$ cat src/rtl/fetch_stage.sv
// fetch_stage: instruction fetch with an IF/ID pipeline register.
// Keeps the PC, issues icache reads and hands {instr, pc_plus4} to decode.
// Optional macro FETCH_HOLD_BUF_EN adds a one-entry hold buffer. With it, an
// instruction that returns during a stall is kept instead of being refetched.
//
// state  | meaning
// RUN    | fetching; iREN asserted
// HELD   | stall caught an instruction in the hold buffer; no new reads
// HALTED | HALT decoded; leaves only on RST or redirect_en
//
// ifid_out packing: [63:32] = instr, [31:0] = pc_plus4
module fetch_stage #(
  parameter logic [31:0] PC_INIT = 32'h0000_0000
) (
  input  logic        CLK,
  input  logic        RST,
  input  logic        ihit,
  input  logic [31:0] iload,
  output logic        iREN,
  output logic [31:0] iaddr,
  input  logic        stall,
  input  logic        flush,
  input  logic        redirect_en,
  input  logic [31:0] redirect_pc,
  input  logic        halt,
  output logic [63:0] ifid_out,
  output logic        ifid_valid
);

  typedef enum logic [1:0] {RUN, HELD, HALTED} state_t;

  state_t      state_q, state_d;
  logic [31:0] pc_q, pc_d;
  logic [63:0] ifid_q, ifid_d;
  logic        valid_q, valid_d;
  logic [31:0] pc_plus4;
`ifdef FETCH_HOLD_BUF_EN
  logic [31:0] hold_instr_q, hold_instr_d;
  logic [31:0] hold_pc_q, hold_pc_d;
`endif

  // 32-bit add wraps naturally at the top of the address space
  assign pc_plus4   = pc_q + 32'd4;
  assign iaddr      = pc_q;
  assign iREN       = (state_q == RUN) && !RST;
  assign ifid_out   = ifid_q;
  assign ifid_valid = valid_q;

  // Next-state logic. Priority: redirect > halt > flush > stall > ihit.
  // RST is applied in the register block.
  always_comb begin
    state_d = state_q;
    pc_d    = pc_q;
    ifid_d  = ifid_q;
    valid_d = valid_q;
`ifdef FETCH_HOLD_BUF_EN
    hold_instr_d = hold_instr_q;
    hold_pc_d    = hold_pc_q;
`endif
    if (redirect_en) begin
      pc_d    = redirect_pc;
      ifid_d  = '0;
      valid_d = 1'b0;
      state_d = RUN;
`ifdef FETCH_HOLD_BUF_EN
      hold_instr_d = '0;
      hold_pc_d    = '0;
`endif
    end else if (halt && state_q != HALTED) begin
      ifid_d  = '0;
      valid_d = 1'b0;
      state_d = HALTED;
    end else if (state_q == HALTED) begin
      state_d = HALTED;
    end else if (flush) begin
      // A buffered instruction is younger than IF/ID and is squashed with it.
      // Its PC was already advanced, which matches the refetch-and-discard
      // path taken when there is no buffer.
      ifid_d  = '0;
      valid_d = 1'b0;
      state_d = RUN;
      if (state_q == RUN && ihit) begin
        pc_d = pc_plus4;
      end
    end else if (stall) begin
`ifdef FETCH_HOLD_BUF_EN
      if (state_q == RUN && ihit) begin
        hold_instr_d = iload;
        hold_pc_d    = pc_q;
        pc_d         = pc_plus4;
        state_d      = HELD;
      end
`endif
    end else if (state_q == HELD) begin
`ifdef FETCH_HOLD_BUF_EN
      ifid_d  = {hold_instr_q, hold_pc_q + 32'd4};
      valid_d = 1'b1;
`endif
      state_d = RUN;
    end else if (ihit) begin
      ifid_d  = {iload, pc_plus4};
      valid_d = 1'b1;
      pc_d    = pc_plus4;
    end else begin
      ifid_d  = '0;
      valid_d = 1'b0;
    end
  end

  // State registers with synchronous reset
  always_ff @(posedge CLK) begin
    if (RST) begin
      state_q <= RUN;
      pc_q    <= PC_INIT;
      ifid_q  <= '0;
      valid_q <= 1'b0;
`ifdef FETCH_HOLD_BUF_EN
      hold_instr_q <= '0;
      hold_pc_q    <= '0;
`endif
    end else begin
      state_q <= state_d;
      pc_q    <= pc_d;
      ifid_q  <= ifid_d;
      valid_q <= valid_d;
`ifdef FETCH_HOLD_BUF_EN
      hold_instr_q <= hold_instr_d;
      hold_pc_q    <= hold_pc_d;
`endif
    end
  end

endmodule

$ cat config.mk
export PLATFORM = sky130hd
export DESIGN_NAME = fetch_stage
export DESIGN_NICKNAME = d
export VERILOG_FILES = /design/src/rtl/fetch_stage.sv
export SDC_FILE = /design/constraint.sdc
export NUM_CORES = 1
export LEC_CHECK = 0
export CAP_MARGIN = 25
export CORE_ASPECT_RATIO = 0.5
export CORE_MARGIN = 2
export CORE_UTILIZATION = 44
export CTS_CLUSTER_DIAMETER = 60
export DETAILED_ROUTE_END_ITERATION = 8
export PLACE_DENSITY = 0.8
export SLEW_MARGIN = 20
export SYNTH_ARGS = -nofsm -noshare
export SYNTH_HDL_FRONTEND = slang
export SYNTH_SLANG_ARGS = --single-unit
$ cat constraint.sdc
create_clock -name CLK -period 2 [get_ports CLK]
set_input_delay 0.4 -clock CLK [delete_from_list [all_inputs] [get_ports CLK]]
set_output_delay 0.4 -clock CLK [all_outputs]
set_load 0.1 [all_outputs]
Word level (Yosys, flattened, before mapping)
Index checks and enable logic that the tools add are counted.
{"block": "word_totals", "register_bits": 98, "input_bits": 71, "elab_cells": 40, "output_inout_bits": 98}
{"block": "op_classes", "n_eq_ne": 6, "bitwise_logic": 1, "n_mux": 16, "n_reduce_logical": 12, "addsub": 1}
{"operator": "32-bit two-way mux", "count": 7}
{"operator": "64-bit two-way mux", "count": 3}
{"operator": "32-bit by 3-bit adder with 32-bit output (second input constant)", "count": 1}
{"operator": "2-bit two-way mux", "count": 3}
{"operator": "3-bit by 1-bit inequality test with 1-bit output (second input constant)", "count": 2}
{"operator": "5-bit AND reduction", "count": 1}
{"operator": "2-bit inequality test (second input constant)", "count": 2}
{"operator": "4-bit by 1-bit inequality test with 1-bit output (second input constant)", "count": 1}
{"operator": "2-bit AND reduction", "count": 2}
{"operator": "4-bit nonzero test", "count": 1}
{"operator": "1-bit logical AND", "count": 3}
{"operator": "1-bit two-way mux", "count": 3}
{"operator": "3-bit nonzero test", "count": 1}
{"operator": "3-bit OR reduction", "count": 1}
{"operator": "2-bit zero test", "count": 1}
{"operator": "2-bit by 1-bit inequality test with 1-bit output (second input constant)", "count": 1}
{"operator": "2-bit OR reduction", "count": 1}
{"operator": "1-bit zero test", "count": 1}
{"operator": "1-bit inverter", "count": 1}

Logic depth before layout (Yosys ltp)
Gate-level depths: netlist of run 1.
{"block": "logic_depth", "word_depth": 7, "depth_mapped": 8, "depth_no_buf": 6}

Worst setup path after synthesis of run 1
No wires, ideal clock.
{"block": "synth_timing", "kind": "reg2reg", "start": "register pc_q[2], in the netlist iaddr[2]", "end": "register pc_q[24], in the netlist iaddr[24]", "stages_incl_launch_ff": 9, "period_less_slack_ns": 2.597, "required_ns": 1.914, "arrival_ns": 2.512, "setup_slack_ns": -0.597, "setup_ns": 0.086, "n_path_buf": 2, "cell_sequence": "dfxtp_1 ha_1 and3_1 clkbuf_1 and3_1 buf_2 nand4_1 xor2_1 a211oi_1"}
{"block": "synth_between", "elab_chain_cells": 7, "word_cells_on_any_way": 8, "classes_between": "add/sub: 1; mux: 7"}
{"element": "start: declaration", "line_no": "33", "rtl": "logic [31:0] pc_q, pc_d;"}
{"element": "start signal: assignment", "line_no": "123", "rtl": "pc_q <= pc_d;"}
{"element": "32-bit by 3-bit adder with 32-bit output *", "line_no": "43", "rtl": "assign pc_plus4 = pc_q + 32'd4;"}
{"element": "32-bit two-way mux", "line_no": "100", "rtl": "end else if (ihit) begin"}
{"element": "32-bit two-way mux", "line_no": "85", "rtl": "end else if (stall) begin"}
{"element": "32-bit two-way mux *", "line_no": "75", "rtl": "end else if (flush) begin"}
{"element": "32-bit two-way mux *", "line_no": "73", "rtl": "end else if (state_q == HALTED) begin"}
{"element": "32-bit two-way mux *", "line_no": "69", "rtl": "end else if (halt && state_q != HALTED) begin"}
{"element": "32-bit two-way mux *", "line_no": "60", "rtl": "if (redirect_en) begin"}
Every way passes the cells marked *; elsewhere a longest branch is shown, timed or not. The select of a mux whose other input is x is not followed.
A chain may end at the register's enable or synchronous reset.

Worst setup path after layout of run 1
{"block": "layout_timing", "start": "input port ihit", "end": "register pc_q[19], in the netlist iaddr[19]"}
{"block": "layout_between", "elab_chain_cells": 3, "word_cells_on_any_way": 4, "classes_between": "eq/ne: 1; reduce/logical: 3"}
{"element": "start: declaration", "line_no": "17", "rtl": "input logic ihit,"}
{"element": "1-bit logical AND", "line_no": "82", "rtl": "if (state_q == RUN && ihit) begin"}
{"element": "3-bit by 1-bit inequality test with 1-bit output (no source line)"}
{"element": "5-bit AND reduction (no source line) *"}
Every way passes the cells marked *; elsewhere a longest branch is shown, timed or not.

==> parameters.txt, run 1 <==
Parameter                              Value

Run status
  Status ... finished clean

Yosys
  Syn Nets ... 596
  Post-synth EDFFs ... 0
  Summed instance area of the synthesized netlist ... 4510 um^2
  Post-Syn Instances ... 524
  Most used DFF post-synth ... sky130_fd_sc_hd__dfxtp_1
  Post-synthesis async set-or-reset flop share ... 0%
  Mean post-synth cell area ... 8.60 um^2
  Fraction of the yosys area taken by sequential cells ... 43.5%
  Yosys warning count ... 0
  Seq cells post-synth ... 98
  Post-synth cell types ... 46

Floorplan
  Die area ... 11100 um^2
  Placeable Area ... 10100 um^2
  Standard-cell row count ... 26
  Die Y-Extent ... 75.6 um
  IO Pins ... 169
  Initial standard-cell utilization of the core ... 44.7%
  Width of the chip ... 147 um

Clock tree
  Clock root buffer master ... sky130_fd_sc_hd__clkbuf_16
  Worst-case clock buffer depth ... 2
  H-tree levels ... 3
  Hold buffer count at CTS ... 0
  Count of buffers added by post-CTS timing repair for setup ... 0
  Number of buffers inserted during clock tree synthesis ... 9
  CTS clock-pin slew for the worst setup and hold paths ... 0.07 ns
  Clock latency at the later pin of the worst-skew pair ... 0.35 ns
  CTS tree ... yes
  Post-cts sizing count ... 0
  Clock net sink count ... 98

Placement
  Quantity of I/O buffers inserted on ports ... 168
  Worst slack at placement ... -0.204 ns
  Final HPWL DP ... 9560 um
  Routability-driven placement congestion ratio ... 0.942

Layout
  Leading cell type in the layout, fill and taps excluded ... sky130_fd_sc_hd__buf_4
  Antenna cells ... 0
  Share of layout cells above drive strength 1 ... 27.7%
  Most frequent cells in the layout ... sky130_fd_sc_hd__buf_4, sky130_fd_sc_hd__nor2_1, sky130_fd_sc_hd__dfxtp_1, sky130_fd_sc_hd__clkdlybuf4s50_1, sky130_fd_sc_hd__nand2_1
  Area of the multi-input gates ... 2360 um^2
  Register Area ... 2030 um^2
  Fill cell count ... 829
  Final net count ... 761
  P&R area growth vs syn ... 48.5%

Min path
  Number of cells traversed by the worst hold path ... 2
  Worst min-delay path endpoint ... ifid_out[12]
  Min-delay src ... ifid_out[12]
  Class of the tightest hold or removal check ... reg2reg

Power and ir drop
  Overall power of the completed layout ... 4.91 mW
  P per Cell Area ... 734 nW/um^2
  Leakage component of the power ... 2.55 nW
  Worst supply voltage drop on vdd ... 437 uV

Worst setup path
  Destination of the worst register-to-register timing path ... iaddr[23]
  Data arrival time of the critical path ... 2.10 ns
  Kind of critical path ... in2reg
  Sort of element at the end of the critical path ... register
  Start of the worst register-to-register path ... iaddr[4]
  Crit path max fanout ... 14
  Endpoint required time on the critical path ... 2.25 ns
  FF-to-FF path depth ... 6
  Timing startpoint of the critical path ... ihit
  Startpoint type of the worst setup path ... input port
  Worst reg2reg setup slack ... 0.17 ns

Global route
  Wire length of the first global-routing pass ... 20100 um
  Vias in the first global route ... 4113
  Initial antenna violation count ... 0
  Gr ovfl total ... 0
  Pin count of the biggest net entering global routing ... 45
  Total global-route track usage ... 22.7%

Drt
  Post-route DRC ... 0
  Average routed wire per standard cell ... 15.4 um
  Vias per inst ... 5.33
  ANT nets after route ... 0
  Drt first pass iters ... 5
  Overall via count from detail_route ... 4443
  Routed wire length ... 12900 um
  Drt first-iter violations ... 340

STA
  Worst clock skew on the final layout ... 0.00684 ns
  Final Setup Violations ... 0
  Maximum achievable frequency ... 0.542 GHz
  Min cycle time layout ... 1.85 ns
  Total negative setup slack ... 0 ns
  Final Hold Fails ... 0
  Unrepaired setup endpoints after global routing ... false
  Slew at the pin with the worst max-slew slack ... 0.450 ns
  Portion of the clock cycle consumed by the worst path in the final layout ... 92.3%
  Final worst slack ... 0.153 ns
  Number of pins exceeding their max-slew limit in the final report ... 0
  Slew HR ... 70.0%

Flow run
  Total of max-cap violations ... 0
layer usage:
| layer | GRT usage, % | vias up | wire, um |
|---|---|---|---|
| met5 | 0 | - | 0 |
| met1 | 28.7 | 2118 | 5680 |
| li1 | - | 2163 | - |
| met3 | 6.95 | 9 | 916 |
| met4 | 5.66 | 0 | 119 |
| met2 | 39.0 | 153 | 6140 |
worst max-delay path by stage:
stage,endpoint
global route,iaddr[30]
global placement,iaddr[19]
finish,iaddr[19]
floorplan,iaddr[31]
CTS,iaddr[19]
detailed placement,iaddr[12]
registers in the layout, indices dropped and copies added (netlist names):
register / flops
iaddr: 32
ifid_out: 64
ifid_valid: 1
state_q: 1
cell families after synthesis:
logic type,synth area share [%]
AO/OA/AOI/OAI,15.5
XOR/XNOR,10.3
adder cells (fa/ha/maj),0.278
buffers and inverters,4.88
flip-flops,43.5
multiplexers,0.888
AND/OR/NAND/NOR,24.6
power breakdown:
| group | internal, mW | switching, mW |
|---|---|---|
| Clock | 1.07 | 0.793 |
| Sequential | 2.00 | 0.101 |
| Combinational | 0.346 | 0.602 |
cell usage after synthesis, types with 2 or more instances:
cell                       instances  share of area [%]
sky130_fd_sc_hd__dfxtp_1          98                 44
sky130_fd_sc_hd__nor2_1           82                6.8
sky130_fd_sc_hd__nand2_1          49                4.1
sky130_fd_sc_hd__a22oi_1          42                7.0
sky130_fd_sc_hd__clkbuf_1         30                2.5
sky130_fd_sc_hd__xor2_1           29                5.6
sky130_fd_sc_hd__xnor2_1          24                4.7
sky130_fd_sc_hd__nand3_1          20                2.2
sky130_fd_sc_hd__o21ai_0          20                2.2
sky130_fd_sc_hd__nand4_1          19                2.6
sky130_fd_sc_hd__a211oi_1         17                2.8
sky130_fd_sc_hd__a21oi_1          10                1.1
sky130_fd_sc_hd__buf_2             8               0.89
sky130_fd_sc_hd__and3_1            5               0.69
sky130_fd_sc_hd__and4_1            5               0.97
sky130_fd_sc_hd__inv_1             5               0.42
sky130_fd_sc_hd__nor3_1            5               0.56
sky130_fd_sc_hd__mux2i_1           4               0.89
sky130_fd_sc_hd__o21ai_1           4               0.44
sky130_fd_sc_hd__buf_4             3               0.50
sky130_fd_sc_hd__nand2b_1          3               0.42
sky130_fd_sc_hd__nor2b_1           3               0.42
sky130_fd_sc_hd__nor4_2            3               0.83
sky130_fd_sc_hd__o21a_1            3               0.50
sky130_fd_sc_hd__a211oi_2          2               0.56
sky130_fd_sc_hd__a311oi_1          2               0.39
sky130_fd_sc_hd__and2_1            2               0.28
sky130_fd_sc_hd__buf_6             2               0.50
sky130_fd_sc_hd__nand2_2           2               0.28
sky130_fd_sc_hd__nand4_2           2               0.56
sky130_fd_sc_hd__nor3b_1           2               0.33
sky130_fd_sc_hd__nor4_4            2               0.94
sky130_fd_sc_hd__o22ai_1           2               0.28
sky130_fd_sc_hd__or2_2             2               0.28
sky130_fd_sc_hd__or4_1             2               0.33
through the flow:
stage	instance area, um^2	hold WS (ns)	cells	util [%]
5_1_grt	6700	0.469	834	66.4
3_3_place_gp	6370	0.439	818	63.2
6_report	6700	0.453	834	66.4
3_5_place_dp	6370	0.447	818	63.2
2_1_floorplan	4590	0.516	524	-
4_1_cts	6700	0.457	834	66.4
final cells by class:
cell class              instances  share of cell area, %
multi-input cells             377                   35.3
inverters                       5                  0.280
flip-flops and latches         98                   30.3
well taps                     140                   2.62
clock buffers                  10                   3.74
clock inverters                 6                   1.10
repair buffers                198                   26.7
worst max-delay path, cell delays in order:
cell                              delay [ns]
sky130_fd_sc_hd__clkdlybuf4s50_1        0.48
sky130_fd_sc_hd__nor3b_4                0.27
sky130_fd_sc_hd__and2_1                 0.25
sky130_fd_sc_hd__buf_12                 0.16
sky130_fd_sc_hd__nand4_1                0.11
sky130_fd_sc_hd__xor2_1                 0.18
sky130_fd_sc_hd__a211oi_1               0.24
(Power assumes the default switching activity.)
==> run 2: changes to the inputs <==
--- a/config.mk
+++ b/config.mk
@@ -8,10 +8,11 @@
 export CAP_MARGIN = 25
 export CORE_ASPECT_RATIO = 0.5
 export CORE_MARGIN = 2
-export CORE_UTILIZATION = 44
+export CORE_UTILIZATION = 40
 export CTS_CLUSTER_DIAMETER = 60
+export CTS_CLUSTER_SIZE = 20
 export DETAILED_ROUTE_END_ITERATION = 8
-export PLACE_DENSITY = 0.8
+export PLACE_DENSITY = 0.76
 export SLEW_MARGIN = 20
 export SYNTH_ARGS = -nofsm -noshare
 export SYNTH_HDL_FRONTEND = slang
==> constraint.sdc (replaced) <==
create_clock -name CLK -period 1.5 [get_ports CLK]
set_input_delay 0.3 -clock CLK [delete_from_list [all_inputs] [get_ports CLK]]
set_output_delay 0.3 -clock CLK [all_outputs]
set_load 0.1 [all_outputs]
==> parameters.txt, run 2 (synthesized netlist as in run 1, its figures left out) <==
Parameter                              Value

Run status
  Status ... finished, violations left
  Violations in the final reports ... setup timing

Power and ir drop
  Leakage component of the power ... 3.77 nW (+47%)
  Overall power of the completed layout ... 7.23 mW (+47%)
  P per Cell Area ... 748 nW/um^2 (+1.9%)
  Worst supply voltage drop on vdd ... 667 uV (+53%)

Clock tree
  Clock root buffer master ... sky130_fd_sc_hd__clkbuf_16
  CTS clock-pin slew for the worst setup and hold paths ... 0.08 ns (about the same)
  Worst-case clock buffer depth ... 2 (unchanged)
  Number of buffers inserted during clock tree synthesis ... 9 (unchanged)
  H-tree levels ... 3 (unchanged)
  Clock latency at the later pin of the worst-skew pair ... 0.37 ns (+0.02 ns)
  Clock net sink count ... 98 (unchanged)
  CTS tree ... yes

Layout
  Most frequent cells in the layout ... sky130_fd_sc_hd__buf_12, sky130_fd_sc_hd__buf_4, sky130_fd_sc_hd__nor2_1, sky130_fd_sc_hd__dfxtp_1, sky130_fd_sc_hd__clkdlybuf4s50_1
  Share of layout cells above drive strength 1 ... 49.5% (+22 points)
  Flip-flop count of the largest register, all copies and words added ... 64 (unchanged)
  Final Instance Count excl. Fillers ... 957 (+15%)
  Post-route core utilization ... 88.1% (+22 points)
  Finished Cell Area ... 9670 um^2 (+44%)
  Leading cell type in the layout, fill and taps excluded ... sky130_fd_sc_hd__buf_12
  Antenna cells ... 0 (unchanged)
  P&R area growth vs syn ... 114%
  Fill cell count ... 413 (-50%)
  Final net count ... 879 (+16%)

Global route
  Wire length of the first global-routing pass ... 30800 um (+53%)
  Total global-route track usage ... 32.8% (+10 points)
  Gr ovfl total ... 0 (unchanged)
  Vias in the first global route ... 5696 (+38%)
  Pin count of the biggest net entering global routing ... 32 (-29%)
  Initial antenna violation count ... 1 (+1)

Drt
  Drt first-iter violations ... 704 (+110%)
  Overall via count from detail_route ... 5886 (+32%)
  Routed wire length ... 25300 um (+97%)
  Average routed wire per standard cell ... 26.4 um (+71%)
  ANT nets after route ... 0 (unchanged)
  Drt first pass iters ... 6 (+1)
  Post-route DRC ... 0 (unchanged)
  Vias per inst ... 6.15 (+15%)

STA
  Slew at the pin with the worst max-slew slack ... 0.619 ns (+0.169 ns)
  Slew HR ... 58.6% (-11 points)
  Hold WS ... 0.486 ns (+0.0329 ns)
  Unrepaired setup endpoints after global routing ... true
  Worst clock skew on the final layout ... 0.00955 ns (+0.00271 ns)
  Portion of the clock cycle consumed by the worst path in the final layout ... 137%
  Final Hold Fails ... 0 (unchanged)
  Maximum achievable frequency ... 0.485 GHz
  Final Setup Violations ... 92 (+92)
  Final worst slack ... -0.560 ns (-0.713 ns)
  Total negative setup slack ... -15.25 ns (-15.25 ns)
  Min cycle time layout ... 2.06 ns
  Number of pins exceeding their max-slew limit in the final report ... 0 (unchanged)

Floorplan
  Die area ... 12200 um^2 (+9.6%)
  Width of the chip ... 154 um (+4.8%)
  IO Pins ... 169 (unchanged)
  Initial standard-cell utilization of the core ... 41.1% (-3.6 points)
  Die Y-Extent ... 79.1 um (+4.6%)
  Placeable Area ... 11000 um^2 (+8.9%)
  Standard-cell row count ... 27 (+3.8%)

Placement
  Worst slack at placement ... -0.556 ns (-0.352 ns)
  Routability-driven placement congestion ratio ... 0.899 (-4.5%)
  Cell total after placement ... 903 (+10%)
  Standard cell area after detailed placement ... 8380 um^2 (+32%)
  Final HPWL DP ... 12700 um (+33%)
  Quantity of I/O buffers inserted on ports ... 168 (unchanged)

Worst setup path
  Sort of element at the end of the critical path ... register
  Startpoint type of the worst setup path ... register
  FF-to-FF path depth ... 7 (+1)
  Kind of critical path ... reg2reg
  Destination of the worst register-to-register timing path ... iaddr[14]
  Start of the worst register-to-register path ... iaddr[2]
  Worst reg2reg setup slack ... -0.56 ns (-0.73 ns)
  Data arrival time of the critical path ... 2.26 ns (+0.16 ns)
  Endpoint required time on the critical path ... 1.70 ns (-0.55 ns)
  Crit path max fanout ... 4 (-10)

Min path
  Min-delay src ... ifid_out[28]
  Class of the tightest hold or removal check ... reg2reg
  Number of cells traversed by the worst hold path ... 2 (unchanged)
  Worst min-delay path endpoint ... ifid_out[28]

Flow run
  Total of max-cap violations ... 0 (unchanged)
==> run 2: layout make-up <==
| type | count | area, um^2 | share of cell area (%) |
|---|---|---|---|
| tap | 145 | 181 | 1.88 |
| timing repair buffer | 316 | 4140 | 42.8 |
| multi-input combinational | 377 | 2950 | 30.5 |
| clock buffer | 9 | 225 | 2.33 |
| inverter | 5 | 18.8 | 0.194 |
| sequential | 98 | 2070 | 21.4 |
| clock inverter | 7 | 80.1 | 0.828 |
==> run 2: worst max-delay path, cell delays in order (launching register included) <==
cell                       delay [ns]
sky130_fd_sc_hd__dfxtp_4         0.39
sky130_fd_sc_hd__ha_4            0.15
sky130_fd_sc_hd__and3_4          0.22
sky130_fd_sc_hd__buf_6           0.12
sky130_fd_sc_hd__nand4_1         0.15
sky130_fd_sc_hd__nor2_1          0.16
sky130_fd_sc_hd__xnor2_1         0.16
sky130_fd_sc_hd__a211oi_2        0.53
==> run 2: timing repair <==
action                                 4_1_cts  5_1_grt
pin swaps                                   41       53
cloned                                       0        7
setup buffers                               20       15
hold buffers                                 0        0
gates resized for setup                     45       90
endpoints found under the hold margin        0        0
setup endpoints to repair                   93       96
==> run 2: worst max-delay path by stage <==
stage                           end  cells after the start  startpoint  slack (ns)
after floorplan           iaddr[31]                      6   iaddr[11]       -0.37
after global placement    iaddr[31]                      6        halt       -0.46
final                     iaddr[14]                      7    iaddr[2]       -0.56
after CTS                 iaddr[23]                      7   iaddr[13]       -0.11
after detailed placement  iaddr[21]                      7        ihit       -0.56
after global routing      iaddr[14]                      7    iaddr[2]       -0.56
==> run 2: power breakdown <==
| part | leakage, nW | switching [mW] | total, mW | internal, mW |
|---|---|---|---|---|
| combinational | 2.80 | 1.15 | 1.97 | 0.826 |
| sequential | 0.816 | 0.0998 | 2.76 | 2.66 |
| clock | 0.153 | 1.18 | 2.50 | 1.32 |
==> run 2: routing by layer <==
layer,routed length (um),vias up,global-route usage (%),part of all wire [%]
met5,17,-,0,0.067
met1,8780,2763,36.6,35
met2,11500,541,57.0,45
met4,1730,2,17.6,6.8
li1,-,2397,-,-
met3,3280,183,10.3,13
